[config.mk]
export PLATFORM = sky130hd
export DESIGN_NAME = win_line_sched_flat
export DESIGN_NICKNAME = d
export VERILOG_FILES = /design/src/rtl/win_line_sched_pkg.sv /design/src/rtl/win_line_sched_if.sv /design/src/rtl/win_line_sched_onehot_rot_ptr.sv /design/src/rtl/win_line_sched.sv /design/src/flat_wrapper.sv
export SDC_FILE = /design/constraint.sdc
export NUM_CORES = 1
export LEC_CHECK = 0
export ABC_AREA = 1
export BUFFER_PORTS_ARGS = -buffer_cell sky130_fd_sc_hd__buf_2
export CORE_MARGIN = 2
export CORE_UTILIZATION = 52
export CTS_CLUSTER_DIAMETER = 200
export DETAILED_ROUTE_END_ITERATION = 10
export MAX_ROUTING_LAYER = met4
export PLACE_DENSITY = 0.8
export SETUP_SLACK_MARGIN = 0.3
export SYNTH_ARGS = -nofsm -noshare
export SYNTH_HDL_FRONTEND = slang
export SYNTH_SLANG_ARGS = --single-unit
[constraint.sdc]
create_clock -name clk_i -period 2.45 [get_ports clk_i]
set_input_delay 0.3675 -clock clk_i [delete_from_list [all_inputs] [get_ports clk_i]]
set_output_delay 0.3675 -clock clk_i [all_outputs]
set_load 0.02 [all_outputs]
[src/rtl/win_line_sched_pkg.sv]
// ---------------------------------------------------------------------------
// win_sched_pkg
// Shared types and helpers for the line-buffer scheduler (win_line_sched).
//   sched_state_t : scheduler FSM states
//   cnt_w/rot_w   : widths of the line counter and rotation index
//   rot_mask      : cyclic window mask built from a one-hot base pointer
// ---------------------------------------------------------------------------
package win_sched_pkg;

    localparam int MAX_BUF_CNT = 16;

    typedef enum logic [2:0] {
        ST_IDLE  = 3'd0,
        ST_FILL  = 3'd1,
        ST_ARM   = 3'd2,
        ST_READ  = 3'd3,
        ST_FLUSH = 3'd4
    } sched_state_t;

    // Width of a counter able to hold 0..buf_cnt.
    function automatic int cnt_w(input int buf_cnt);
        return $clog2(buf_cnt + 1);
    endfunction

    // Width of a buffer index 0..buf_cnt-1 (never below one bit).
    function automatic int rot_w(input int buf_cnt);
        return (buf_cnt > 1) ? $clog2(buf_cnt) : 1;
    endfunction

    // win_size contiguous ones starting at the set bit of 'base', wrapping
    // at buf_cnt. Shifts are used instead of variable bit selects so the
    // index arithmetic stays in int without width truncation.
    function automatic logic [MAX_BUF_CNT-1:0] rot_mask(
        input logic [MAX_BUF_CNT-1:0] base,
        input int                     buf_cnt,
        input int                     win_size
    );
        logic [MAX_BUF_CNT-1:0] m;
        int                     idx;
        m = '0;
        for (int i = 0; i < MAX_BUF_CNT; i++) begin
            if ((i < buf_cnt) && (((base >> i) & MAX_BUF_CNT'(1)) != '0)) begin
                for (int k = 0; k < MAX_BUF_CNT; k++) begin
                    if (k < win_size) begin
                        idx = (i + k) % buf_cnt;
                        m   = m | (MAX_BUF_CNT'(1) << idx);
                    end
                end
            end
        end
        return m;
    endfunction

endpackage

[src/rtl/win_line_sched_if.sv]
// ---------------------------------------------------------------------------
// win_line_sched_if
// Framing inputs and line-buffer-bank control outputs of win_line_sched.
//   slave  modport : the scheduler (framing in, bank control out)
//   master modport : the surrounding datapath / stimulus
// Inputs : wr_line_end_i, frame_start_i, frame_end_i, rd_line_done_i
// Outputs: wr_buf_sel_o, rd_buf_mask_o, rd_rot_o, pop_o, discard_o,
//          lines_stored_o, busy_o, overflow_o
// With WIN_SCHED_STATS_EN defined: frame_lines_o, max_fill_o.
// ---------------------------------------------------------------------------
interface win_line_sched_if #(
    parameter int BUF_CNT = 4
) ();
    import win_sched_pkg::*;

    localparam int CW = cnt_w(BUF_CNT);
    localparam int RW = rot_w(BUF_CNT);

    logic               wr_line_end_i;
    logic               frame_start_i;
    logic               frame_end_i;
    logic               rd_line_done_i;
    logic [BUF_CNT-1:0] wr_buf_sel_o;
    logic [BUF_CNT-1:0] rd_buf_mask_o;
    logic [RW-1:0]      rd_rot_o;
    logic               pop_o;
    logic               discard_o;
    logic [CW-1:0]      lines_stored_o;
    logic               busy_o;
    logic               overflow_o;
`ifdef WIN_SCHED_STATS_EN
    logic [15:0]        frame_lines_o;
    logic [CW-1:0]      max_fill_o;
`endif

    modport slave (
        input  wr_line_end_i, frame_start_i, frame_end_i, rd_line_done_i,
        output wr_buf_sel_o, rd_buf_mask_o, rd_rot_o, pop_o, discard_o,
               lines_stored_o, busy_o, overflow_o
`ifdef WIN_SCHED_STATS_EN
        , output frame_lines_o, max_fill_o
`endif
    );

    modport master (
        output wr_line_end_i, frame_start_i, frame_end_i, rd_line_done_i,
        input  wr_buf_sel_o, rd_buf_mask_o, rd_rot_o, pop_o, discard_o,
               lines_stored_o, busy_o, overflow_o
`ifdef WIN_SCHED_STATS_EN
        , input frame_lines_o, max_fill_o
`endif
    );

endinterface

[src/rtl/win_line_sched_onehot_rot_ptr.sv]
// ---------------------------------------------------------------------------
// onehot_rot_ptr
// One-hot pointer that rotates left by one position (with wrap) when en_i
// is high. Synchronous active-high reset loads bit 0.
//   clk_i, rst_i : clock, synchronous reset
//   en_i         : advance the pointer
//   ptr_o        : current one-hot pointer, W bits
// ---------------------------------------------------------------------------
module onehot_rot_ptr #(
    parameter int W = 4
) (
    input  logic         clk_i,
    input  logic         rst_i,
    input  logic         en_i,
    output logic [W-1:0] ptr_o
);

    localparam logic [W-1:0] RST_VAL = W'(1);

    logic [W-1:0] ptr_q, ptr_d;

    always_comb begin
        ptr_d = ptr_q;
        if (en_i) begin
            ptr_d = {ptr_q[W-2:0], ptr_q[W-1]};
        end
    end

    always_ff @(posedge clk_i) begin
        if (rst_i) begin
            ptr_q <= RST_VAL;
        end else begin
            ptr_q <= ptr_d;
        end
    end

    assign ptr_o = ptr_q;

endmodule

[src/rtl/win_line_sched.sv]
// ---------------------------------------------------------------------------
// win_line_sched
// Sequences the rotating line-buffer bank of the stream-to-window datapath.
// The write pointer selects the buffer receiving the incoming line; the read
// side tracks the WIN_SIZE oldest complete lines, issues pop pulses and
// reports the rotation the datapath applies to the bank outputs.
//   clk_i, rst_i : clock, synchronous active-high reset
//   bus (slave)  : framing inputs and bank control outputs (win_line_sched_if)
// Parameters: WIN_SIZE (window height), BUF_CNT (buffers, WIN_SIZE+1..16).
// Optional feature macro: WIN_SCHED_STATS_EN (frame_lines_o, max_fill_o).
// ---------------------------------------------------------------------------
module win_line_sched
    import win_sched_pkg::*;
#(
    parameter int WIN_SIZE = 3,
    parameter int BUF_CNT  = WIN_SIZE + 1
) (
    input  logic             clk_i,
    input  logic             rst_i,
    win_line_sched_if.slave  bus
);

    localparam int CW = cnt_w(BUF_CNT);
    localparam int RW = rot_w(BUF_CNT);
    localparam logic [CW-1:0] FULL_C     = CW'(BUF_CNT);
    localparam logic [CW-1:0] WIN_C      = CW'(WIN_SIZE);
    localparam logic [RW-1:0] LAST_ROT_C = RW'(BUF_CNT - 1);

    sched_state_t       state_q, state_d;
    logic [CW-1:0]      cnt_q, cnt_d;
    logic [RW-1:0]      rot_q, rot_d;
    logic               fe_pend_q, fe_pend_d;
    logic               ovf_q, ovf_d;
    logic               pop_q, pop_d;
    logic               discard_q, discard_d;
    logic               busy_q, busy_d;
    logic [BUF_CNT-1:0] wr_sel;
    logic [BUF_CNT-1:0] rd_base;

    logic active, resync, flush_drop, rd_fire, wr_ok, wr_full, ptr_clr, fe_now;

    // A frame start while busy abandons everything; a flush with too few
    // lines for another window drops the remainder. Both return the
    // pointers to their reset positions and pulse discard_o.
    assign active     = (state_q != ST_IDLE);
    assign resync     = active && bus.frame_start_i;
    assign flush_drop = (state_q == ST_FLUSH) && (cnt_q < WIN_C) && !resync;
    assign ptr_clr    = resync || flush_drop;
    assign rd_fire    = (state_q == ST_READ) && bus.rd_line_done_i && !resync;
    assign wr_full    = (cnt_q == FULL_C);
    assign wr_ok      = active && bus.wr_line_end_i && !wr_full && !ptr_clr;
    // A frame end arriving this cycle is treated as already pending.
    assign fe_now     = fe_pend_q || bus.frame_end_i;

    onehot_rot_ptr #(.W(BUF_CNT)) u_wr_ptr (
        .clk_i (clk_i),
        .rst_i (rst_i || ptr_clr),
        .en_i  (wr_ok),
        .ptr_o (wr_sel)
    );

    onehot_rot_ptr #(.W(BUF_CNT)) u_rd_base (
        .clk_i (clk_i),
        .rst_i (rst_i || ptr_clr),
        .en_i  (rd_fire),
        .ptr_o (rd_base)
    );

    // State register
    always_ff @(posedge clk_i) begin
        if (rst_i) begin
            state_q <= ST_IDLE;
        end else begin
            state_q <= state_d;
        end
    end

    // Next-state logic; thresholds use the registered line count
    always_comb begin
        state_d = state_q;
        unique case (state_q)
            ST_IDLE:  if (bus.frame_start_i) state_d = ST_FILL;
            ST_FILL: begin
                if (cnt_q >= WIN_C)  state_d = ST_ARM;
                else if (fe_now)     state_d = ST_FLUSH;
            end
            ST_ARM:   state_d = ST_READ;
            ST_READ:  if (bus.rd_line_done_i) state_d = fe_now ? ST_FLUSH : ST_FILL;
            ST_FLUSH: state_d = (cnt_q >= WIN_C) ? ST_ARM : ST_IDLE;
            default:  state_d = ST_IDLE;
        endcase
        if (resync) begin
            state_d = ST_FILL;
        end
    end

    // Output / counter next values
    always_comb begin
        cnt_d = cnt_q;
        if (wr_ok && !rd_fire) begin
            cnt_d = cnt_q + CW'(1);
        end else if (rd_fire && !wr_ok) begin
            cnt_d = cnt_q - CW'(1);
        end
        if (ptr_clr) begin
            cnt_d = '0;
        end

        rot_d = rot_q;
        if (rd_fire) begin
            rot_d = (rot_q == LAST_ROT_C) ? '0 : rot_q + RW'(1);
        end
        if (ptr_clr) begin
            rot_d = '0;
        end

        fe_pend_d = ptr_clr ? 1'b0 : (fe_pend_q || (active && bus.frame_end_i));

        ovf_d = ovf_q || (active && bus.wr_line_end_i && wr_full && !ptr_clr);
        if (resync) begin
            ovf_d = 1'b0;
        end

        pop_d     = (state_q == ST_ARM) && !resync;
        discard_d = ptr_clr;
        busy_d    = (state_d != ST_IDLE);
    end

    always_ff @(posedge clk_i) begin
        if (rst_i) begin
            cnt_q     <= '0;
            rot_q     <= '0;
            fe_pend_q <= 1'b0;
            ovf_q     <= 1'b0;
            pop_q     <= 1'b0;
            discard_q <= 1'b0;
            busy_q    <= 1'b0;
        end else begin
            cnt_q     <= cnt_d;
            rot_q     <= rot_d;
            fe_pend_q <= fe_pend_d;
            ovf_q     <= ovf_d;
            pop_q     <= pop_d;
            discard_q <= discard_d;
            busy_q    <= busy_d;
        end
    end

    assign bus.wr_buf_sel_o   = wr_sel;
    assign bus.rd_buf_mask_o  = BUF_CNT'(rot_mask(MAX_BUF_CNT'(rd_base), BUF_CNT, WIN_SIZE));
    assign bus.rd_rot_o       = rot_q;
    assign bus.pop_o          = pop_q;
    assign bus.discard_o      = discard_q;
    assign bus.lines_stored_o = cnt_q;
    assign bus.busy_o         = busy_q;
    assign bus.overflow_o     = ovf_q;

`ifdef WIN_SCHED_STATS_EN
    logic [15:0]   cur_lines_q, cur_lines_d;
    logic [15:0]   frame_lines_q, frame_lines_d;
    logic [CW-1:0] max_fill_q, max_fill_d;

    // Lines written in the running frame; latched when the frame drains to IDLE.
    always_comb begin
        cur_lines_d = cur_lines_q;
        if (bus.frame_start_i) begin
            cur_lines_d = '0;
        end else if (wr_ok) begin
            cur_lines_d = cur_lines_q + 16'd1;
        end
        frame_lines_d = flush_drop ? cur_lines_q : frame_lines_q;
        max_fill_d    = (cnt_d > max_fill_q) ? cnt_d : max_fill_q;
    end

    always_ff @(posedge clk_i) begin
        if (rst_i) begin
            cur_lines_q   <= '0;
            frame_lines_q <= '0;
            max_fill_q    <= '0;
        end else begin
            cur_lines_q   <= cur_lines_d;
            frame_lines_q <= frame_lines_d;
            max_fill_q    <= max_fill_d;
        end
    end

    assign bus.frame_lines_o = frame_lines_q;
    assign bus.max_fill_o    = max_fill_q;
`endif

endmodule

[src/flat_wrapper.sv]
// flat-port wrapper written by rule: the top's interface ports become plain ports
module win_line_sched_flat import win_sched_pkg::*;
#(
    parameter int WIN_SIZE = 3,
    parameter int BUF_CNT  = WIN_SIZE + 1
)
  (clk_i, rst_i, bus_wr_line_end_i, bus_frame_start_i, bus_frame_end_i, bus_rd_line_done_i, bus_wr_buf_sel_o, bus_rd_buf_mask_o, bus_rd_rot_o, bus_pop_o, bus_discard_o, bus_lines_stored_o, bus_busy_o, bus_overflow_o);
  win_line_sched_if #(.BUF_CNT(BUF_CNT)) bus_i ();
  input  logic clk_i;
  input  logic rst_i;
  input wire logic [$bits(bus_i.wr_line_end_i)-1:0] bus_wr_line_end_i;
  input wire logic [$bits(bus_i.frame_start_i)-1:0] bus_frame_start_i;
  input wire logic [$bits(bus_i.frame_end_i)-1:0] bus_frame_end_i;
  input wire logic [$bits(bus_i.rd_line_done_i)-1:0] bus_rd_line_done_i;
  output wire logic [$bits(bus_i.wr_buf_sel_o)-1:0] bus_wr_buf_sel_o;
  output wire logic [$bits(bus_i.rd_buf_mask_o)-1:0] bus_rd_buf_mask_o;
  output wire logic [$bits(bus_i.rd_rot_o)-1:0] bus_rd_rot_o;
  output wire logic [$bits(bus_i.pop_o)-1:0] bus_pop_o;
  output wire logic [$bits(bus_i.discard_o)-1:0] bus_discard_o;
  output wire logic [$bits(bus_i.lines_stored_o)-1:0] bus_lines_stored_o;
  output wire logic [$bits(bus_i.busy_o)-1:0] bus_busy_o;
  output wire logic [$bits(bus_i.overflow_o)-1:0] bus_overflow_o;
  assign bus_i.wr_line_end_i = bus_wr_line_end_i;
  assign bus_i.frame_start_i = bus_frame_start_i;
  assign bus_i.frame_end_i = bus_frame_end_i;
  assign bus_i.rd_line_done_i = bus_rd_line_done_i;
  assign bus_wr_buf_sel_o = bus_i.wr_buf_sel_o;
  assign bus_rd_buf_mask_o = bus_i.rd_buf_mask_o;
  assign bus_rd_rot_o = bus_i.rd_rot_o;
  assign bus_pop_o = bus_i.pop_o;
  assign bus_discard_o = bus_i.discard_o;
  assign bus_lines_stored_o = bus_i.lines_stored_o;
  assign bus_busy_o = bus_i.busy_o;
  assign bus_overflow_o = bus_i.overflow_o;
  win_line_sched #(.WIN_SIZE(WIN_SIZE), .BUF_CNT(BUF_CNT)) u_core (.clk_i(clk_i), .rst_i(rst_i), .bus(bus_i));
endmodule
==> flow_summary.yaml, run 1 <==
route:
  drc: 0
  via_per_inst: 5.01
  drt-total-wl_um: 2200
  vias: 996
  dr.first_iter.drc_count: 23
  dr.pass1.iters: 4
  ant_nets: 0
  wl_per_cell_um: 11.1
sta:
  fmax_mhz: 494
  hold_viol: 0
  worstMarginPinSlew_ns: 0.308
  clock_skew_ns: 0.00491
  relSlewSlack_pct: 79.4
  rsz0062_at_grt: "false"
  finalCriticalPeriod_ns: 2.02
  slew_viol_final: 0
  finalSetupTns_ns: 0
  whs_ns: 0.214
  fin_crit_sh_pct: 82.6
  worst_slack_ns: 0.427
  finalSetupViolations: 0
clocking:
  cts_max_level: 1
  cts_tree: "done"
  cts_buffers: 3
  clkSinkCount: 21
  clock-root-buffer: "clkbuf_4"
  clk_path_buf_depth: 2
  clkLatencyLatePin_ns: 0.31
  clkSlewWorstSetupHoldPaths_ns: 0.12
place:
  io_buffers: 22
  hpwlAfterDp_um: 1750
  pre_cts_ws_ns: 0.225
  placed_area_mm2: 0.00120
  globalplace.congestion: 0.863
  dp_cells: 191
global_routing:
  grt_overflow_total: 0
  grt_pass1_wl_um: 3790
  grt_usage_pct: 20.7
  grt_antenna_before_repair: 0
  grt_pass1_vias: 882
  grt_max_degree: 12
critical_path:
  worst-path-stages: 12
  r2r-end: "u_core.bus.lines_stored_o[2]"
  cp_cell_sequence: "nor2_4, nand2_4, nand2_8, o21ai_2, nor2_2, ha_1, inv_1, fa_2, a21oi_1, o21ai_1, xor2_1, nor2_1"
  crit_path_start: "u_core.state_q[1]"
  worstRegToRegCells: 12
  cp_max_fo: 5
  critical_path.slowest_cell: "dfxtp_4"
  r2r_start: "u_core.state_q[1]"
  rrSetupSlack_ns: 0.43
  required_ns: 2.70
  crit_path_end: "u_core.bus.lines_stored_o[2]"
  crit_path_start_kind: "flip-flop"
  endpoint_kind: "flip-flop"
  path_class: "flip-flop to flip-flop"
  cp_num_buf_inv: 1
  cp.arrival_ns: 2.27
  cpPeakStageDelay_ns: 0.38
  cp_top_family: "simple AND/OR/NAND/NOR gates"
yosys:
  ys_types: 24
  netlist.area_leader.share_pct: 39.8
  synth_ff_type: "dfxtp_1"
  synth.area.top_cells: "dfxtp_1 (40%), nor2_1 (10%), inv_1 (7.5%)"
  synth_nets: 151
  yosysMostFrequentCell: "nor2_1"
  syn_inst: 142
  yosys.area.top_type: "dfxtp_1"
  netlist_area_mm2: 0.00106
  yosysSeqAreaShare_pct: 39.8
  yosysWarningCount: 0
  async_flop_share_pct: 0
  synth_common_cells: "nor2_1 (29), dfxtp_1 (21), inv_1 (21), nand2_1 (21), nand3_1 (15)"
  synth-edff-count: 0
  ys_seq_elements: 21
  synth_area_per_cell_um2: 7.44
floorplanning:
  rows: 16
  fp.dieH_um: 49.1
  core_mm2: 0.00194
  fp.dieW_um: 49.1
  initial_core_util_pct: 54.4
  die_area_mm2: 0.00241
  ios: 23
pwr:
  vdd_drop_max_mv: 0.379
  power.leakage_nw: 0.640
  p_total_uw: 717
  power_per_cell_area_mw_per_mm2: 563
finish:
  insertedDiodeCount: 0
  nets: 182
  fin_util_pct: 65.5
  drive_above_1_share_pct: 29.7
  fillers: 188
  stdcell_count: 199
  area_growth_pct: 20.5
  finalInstanceArea_mm2: 0.00127
outcome:
  status: "completed"
flow_run:
  maxCapViolations: 0
hold_path:
  hold_path_class: "input pin to flip-flop"
==> placed cells by master (no fill, tap or decap), types with 2 or more instances in the layout <==
master,netlist,final
inv_2,2,3
o21ai_0,4,3
o21ai_1,4,5
buf_2,0,22
nand2_1,21,20
inv_1,21,20
nor2_1,29,29
ha_1,2,2
dfxtp_2,0,3
nand2_2,2,3
nand2_4,2,2
buf_4,0,4
nor2_4,3,3
clkbuf_4,0,3
dfxtp_1,21,16
xor2_1,2,2
nand3_1,15,15
dfxtp_4,0,2
a21oi_1,4,4
==> worst register-to-register path: stages, from the launching register on <==
cell and delay [ns]:
dfxtp_4 0.38, nor2_4 0.16, nand2_4 0.10, nand2_8 0.09
o21ai_2 0.07, nor2_2 0.11, ha_1 0.16, inv_1 0.07
fa_2 0.35, a21oi_1 0.16, o21ai_1 0.09, xor2_1 0.14
nor2_1 0.09
==> kinds of logic after synthesis <==
group / after synthesis / share of synthesized area [%]
AND/OR/NAND/NOR: 77 / 37.3
adder cells (fa/ha/maj): 3 / 4.27
flip-flops: 21 / 39.8
AO/OA/AOI/OAI: 15 / 7.82
buffers and inverters: 23 / 8.18
XOR/XNOR: 2 / 1.66
multiplexers: 1 / 0.948
==> state kept, by name (all words and copies together) (netlist names) <==
| register | flops |
|---|---|
| u_core.bus.busy_o | 1 |
| u_core.bus.discard_o | 1 |
| u_core.bus.lines_stored_o | 3 |
| u_core.bus.overflow_o | 1 |
| u_core.bus.pop_o | 1 |
| u_core.bus.rd_rot_o | 2 |
| u_core.fe_pend_q | 1 |
| u_core.state_q | 3 |
| u_core.u_rd_base.ptr_o | 4 |
| u_core.u_wr_ptr.ptr_o | 4 |
==> worst min-delay path by stage <==
stage | end | from | slack, ns | cells after the start
floorplan | u_core.bus.discard_o | rst_i | 0.44 | 1
global placement | u_core.bus.overflow_o | u_core.bus.overflow_o | 0.45 | 2
detailed placement | u_core.bus.overflow_o | u_core.bus.overflow_o | 0.46 | 2
CTS | u_core.bus.discard_o | rst_i | 0.21 | 2
global route | u_core.bus.discard_o | rst_i | 0.21 | 2
finish | u_core.bus.discard_o | rst_i | 0.21 | 2
==> report_power, final <==
group	switching, mW	internal (mW)	total (mW)
Sequential	0.0170	0.360	0.377
Combinational	0.106	0.0644	0.171
Clock	0.106	0.0636	0.169
Total	0.229	0.488	0.717
==> area by class of cell <==
type | instances | area (um^2) | area share, %
clock buffers | 4 | 26.3 | 2.06
well taps | 27 | 33.8 | 2.65
inverters | 23 | 86.3 | 6.78
multi-input cells | 98 | 554 | 43.6
flip-flops and latches | 21 | 432 | 33.9
repair buffers | 26 | 140 | 11.0
==> timing repair <==
| action | 4_1_cts | 5_1_grt |
|---|---|---|
| endpoints found under the setup margin | 1 | 1 |
| gates resized for setup | 4 | 7 |
| hold buffers | 0 | 0 |
| buffers inserted | 1 | 3 |
| pin swaps | 1 | 3 |
==> layer usage <==
layer / track usage (%) / part of all wire, %
met1: 24.7 / 43
met2: 34.0 / 51
met3: 2.76 / 3.1
met4: 10.5 / 2.7
met5: - / 0
Note: power is estimated with default switching activity, not from simulation.
==> run 2: changes to the inputs <==
--- a/config.mk
+++ b/config.mk
@@ -8,11 +8,11 @@
 export ABC_AREA = 1
 export BUFFER_PORTS_ARGS = -buffer_cell sky130_fd_sc_hd__buf_2
 export CORE_MARGIN = 2
-export CORE_UTILIZATION = 52
+export CORE_UTILIZATION = 47
 export CTS_CLUSTER_DIAMETER = 200
 export DETAILED_ROUTE_END_ITERATION = 10
 export MAX_ROUTING_LAYER = met4
-export PLACE_DENSITY = 0.8
+export PLACE_DENSITY = 0.76
 export SETUP_SLACK_MARGIN = 0.3
 export SYNTH_ARGS = -nofsm -noshare
 export SYNTH_HDL_FRONTEND = slang
==> constraint.sdc (replaced) <==
create_clock -name clk_i -period 1.7 [get_ports clk_i]
set_input_delay 0.255 -clock clk_i [delete_from_list [all_inputs] [get_ports clk_i]]
set_output_delay 0.255 -clock clk_i [all_outputs]
set_load 0.02 [all_outputs]
==> flow_summary.yaml, run 2 (same netlist as run 1, synthesis figures left out) <==
clocking:
  clkSlewWorstSetupHoldPaths_ns: 0.12
  clkLatencyLatePin_ns: 0.30
  clk_path_buf_depth: 2
  cts_buffers: 3
  cts_max_level: 1
  clkSinkCount: 21
  cts_tree: "done"
  clock-root-buffer: "clkbuf_4"
global_routing:
  grt_pass1_wl_um: 3930
  grt_max_degree: 13
  grt_pass1_vias: 947
  grt_usage_pct: 20.5
  grt_antenna_before_repair: 0
  grt_overflow_total: 0
hold_path:
  min_path_cells: 2
  hold_path_class: "input pin to flip-flop"
  hp-start: "rst_i"
  min_to: "u_core.bus.discard_o"
floorplanning:
  die_area_mm2: 0.00264
  initial_core_util_pct: 48.7
  fp.dieH_um: 51.4
  rows: 17
  core_mm2: 0.00217
  fp.dieW_um: 51.4
  ios: 23
critical_path:
  r2r_start: "u_core.state_q[0]"
  cp_num_buf_inv: 1
  worstRegToRegCells: 12
  required_ns: 1.91
  cpPeakStageDelay_ns: 0.35
  r2r-end: "u_core.bus.lines_stored_o[2]"
  endpoint_kind: "flip-flop"
  crit_path_start_kind: "flip-flop"
  cp_cell_sequence: "nor2_4, nand2_4, nand2_8, o21ai_4, nor2_4, ha_4, inv_2, fa_2, a21oi_2, o21ai_1, xor2_1, nor2_1"
  cp.arrival_ns: 2.03
  critical_path.slowest_cell: "dfxtp_2"
  rrSetupSlack_ns: -0.13
  cp_max_fo: 4
  path_common_cell: "nor2_4"
  path_class: "flip-flop to flip-flop"
  cp_top_family: "adder cells"
  crit_path_start: "u_core.state_q[0]"
sta:
  fmax_mhz: 548
  relSlewSlack_pct: 81.3
  whs_ns: 0.104
  rsz0062_at_grt: "true"
  finalSetupViolations: 2
  worstMarginPinSlew_ns: 0.280
  hold_viol: 0
  fin_crit_sh_pct: 107
  finalCriticalPeriod_ns: 1.83
  clock_skew_ns: 0.00548
  slew_viol_final: 0
  worst_slack_ns: -0.126
pwr:
  p_int_uw: 733
  vdd_drop_max_mv: 0.590
  p_switching_uw: 340
  pwr-share-seq_pct: 50.1
  swShare_pct: 31.7
  power.leakage_nw: 0.701
  power_per_cell_area_mw_per_mm2: 765
  combPwrFrac_pct: 27.7
  p_total_mw: 1.07
  p_clk_share_pct: 22.2
route:
  vias: 1025
  ant_nets: 0
  drt-total-wl_um: 2340
  via_per_inst: 4.83
  dr.pass1.iters: 4
  drc: 0
  wl_per_cell_um: 11.0
  dr.first_iter.drc_count: 8
place:
  globalplace.congestion: 0.750
  io_buffers: 22
  hpwlAfterDp_um: 1800
  dp_cells: 205
finish:
  area_growth_pct: 32.8
  insertedDiodeCount: 0
  stdcell_count: 212
  drive_above_1_share_pct: 38.0
  final_cell_mix: "nor2_1 (29), buf_2 (22), nand2_1 (20), inv_1 (19), buf_4 (16)"
  nets: 194
  final_common_cell: "nor2_1"
flow_run:
  maxCapViolations: 0
outcome:
  violations: "setup timing"
  status: "complete, but fails checks"
run 2: cell types whose count changed in the layout (fill, tap and decap cells not counted), moves of 2 or more:
cell     before  now
a21oi_1       4    2
a21oi_2       0    2
buf_4         4   16
dfxtp_2       3    5
run 2: routing by layer:
metal	global-route usage [%]	share of wire [%]
met1	24.2	43
met2	33.8	51
met3	3.51	2.7
met4	10.1	2.5
met5	-	0
run 2: worst reg2reg max path: stages (launching register included):
cell and delay, ns:
dfxtp_2 0.35, nor2_4 0.14, nand2_4 0.09, nand2_8 0.08, o21ai_4 0.06, nor2_4 0.12, ha_4 0.14, inv_2 0.04
fa_2 0.34, a21oi_2 0.11, o21ai_1 0.08, xor2_1 0.14, nor2_1 0.05
run 2: worst max path at each step:
stage / endpoint / slack [ns] / cells past startpoint
floorplan: u_core.bus.lines_stored_o[2] / -0.16 / 12
global placement: u_core.bus.lines_stored_o[2] / -0.13 / 12
detailed placement: u_core.bus.lines_stored_o[2] / -0.19 / 12
CTS: u_core.bus.lines_stored_o[2] / -0.15 / 12
global route: u_core.bus.lines_stored_o[1] / -0.26 / 10
finish: u_core.bus.lines_stored_o[2] / -0.13 / 12
run 2: timing repair:
action	in CTS	in global routing
setup endpoints to repair	3	14
setup buffers	2	1
hold buffers	0	0
endpoints found under the hold margin	0	0
pin swaps	7	3
resized for setup	4	3
run 2: power groups by stage:
stage	Combinational, mW	Sequential, mW	Clock (mW)
floorplan	0.152	0.578	0
global placement	0.265	0.547	0
detailed placement	0.273	0.548	0
CTS	0.291	0.538	0.248
global route	0.331	0.541	0.269
finish	0.297	0.538	0.239
run 2: metrics by stage:
stage / area (um^2) / util (%) / TNS [ns] / worst slack (ns)
after detailed placement: 1330 / 61.3 / -0.246 / -0.192
after global routing: 1400 / 64.6 / -0.518 / -0.261
after floorplan: 1090 / - / -0.192 / -0.155
after global placement: 1330 / 61.3 / -0.146 / -0.135
final: 1400 / 64.6 / -0.238 / -0.126
after CTS: 1390 / 64.0 / -0.254 / -0.145
run 2: final cells by class:
cell class	instances	area, um^2
Inverter	23	88.8
Timing Repair Buffer	38	230
Fill cell	193	767
Clock inverter	1	5.00
Multi-Input combinational cell	98	591
Sequential cell	21	430
Clock buffer	3	22.5
Tap cell	28	35.0
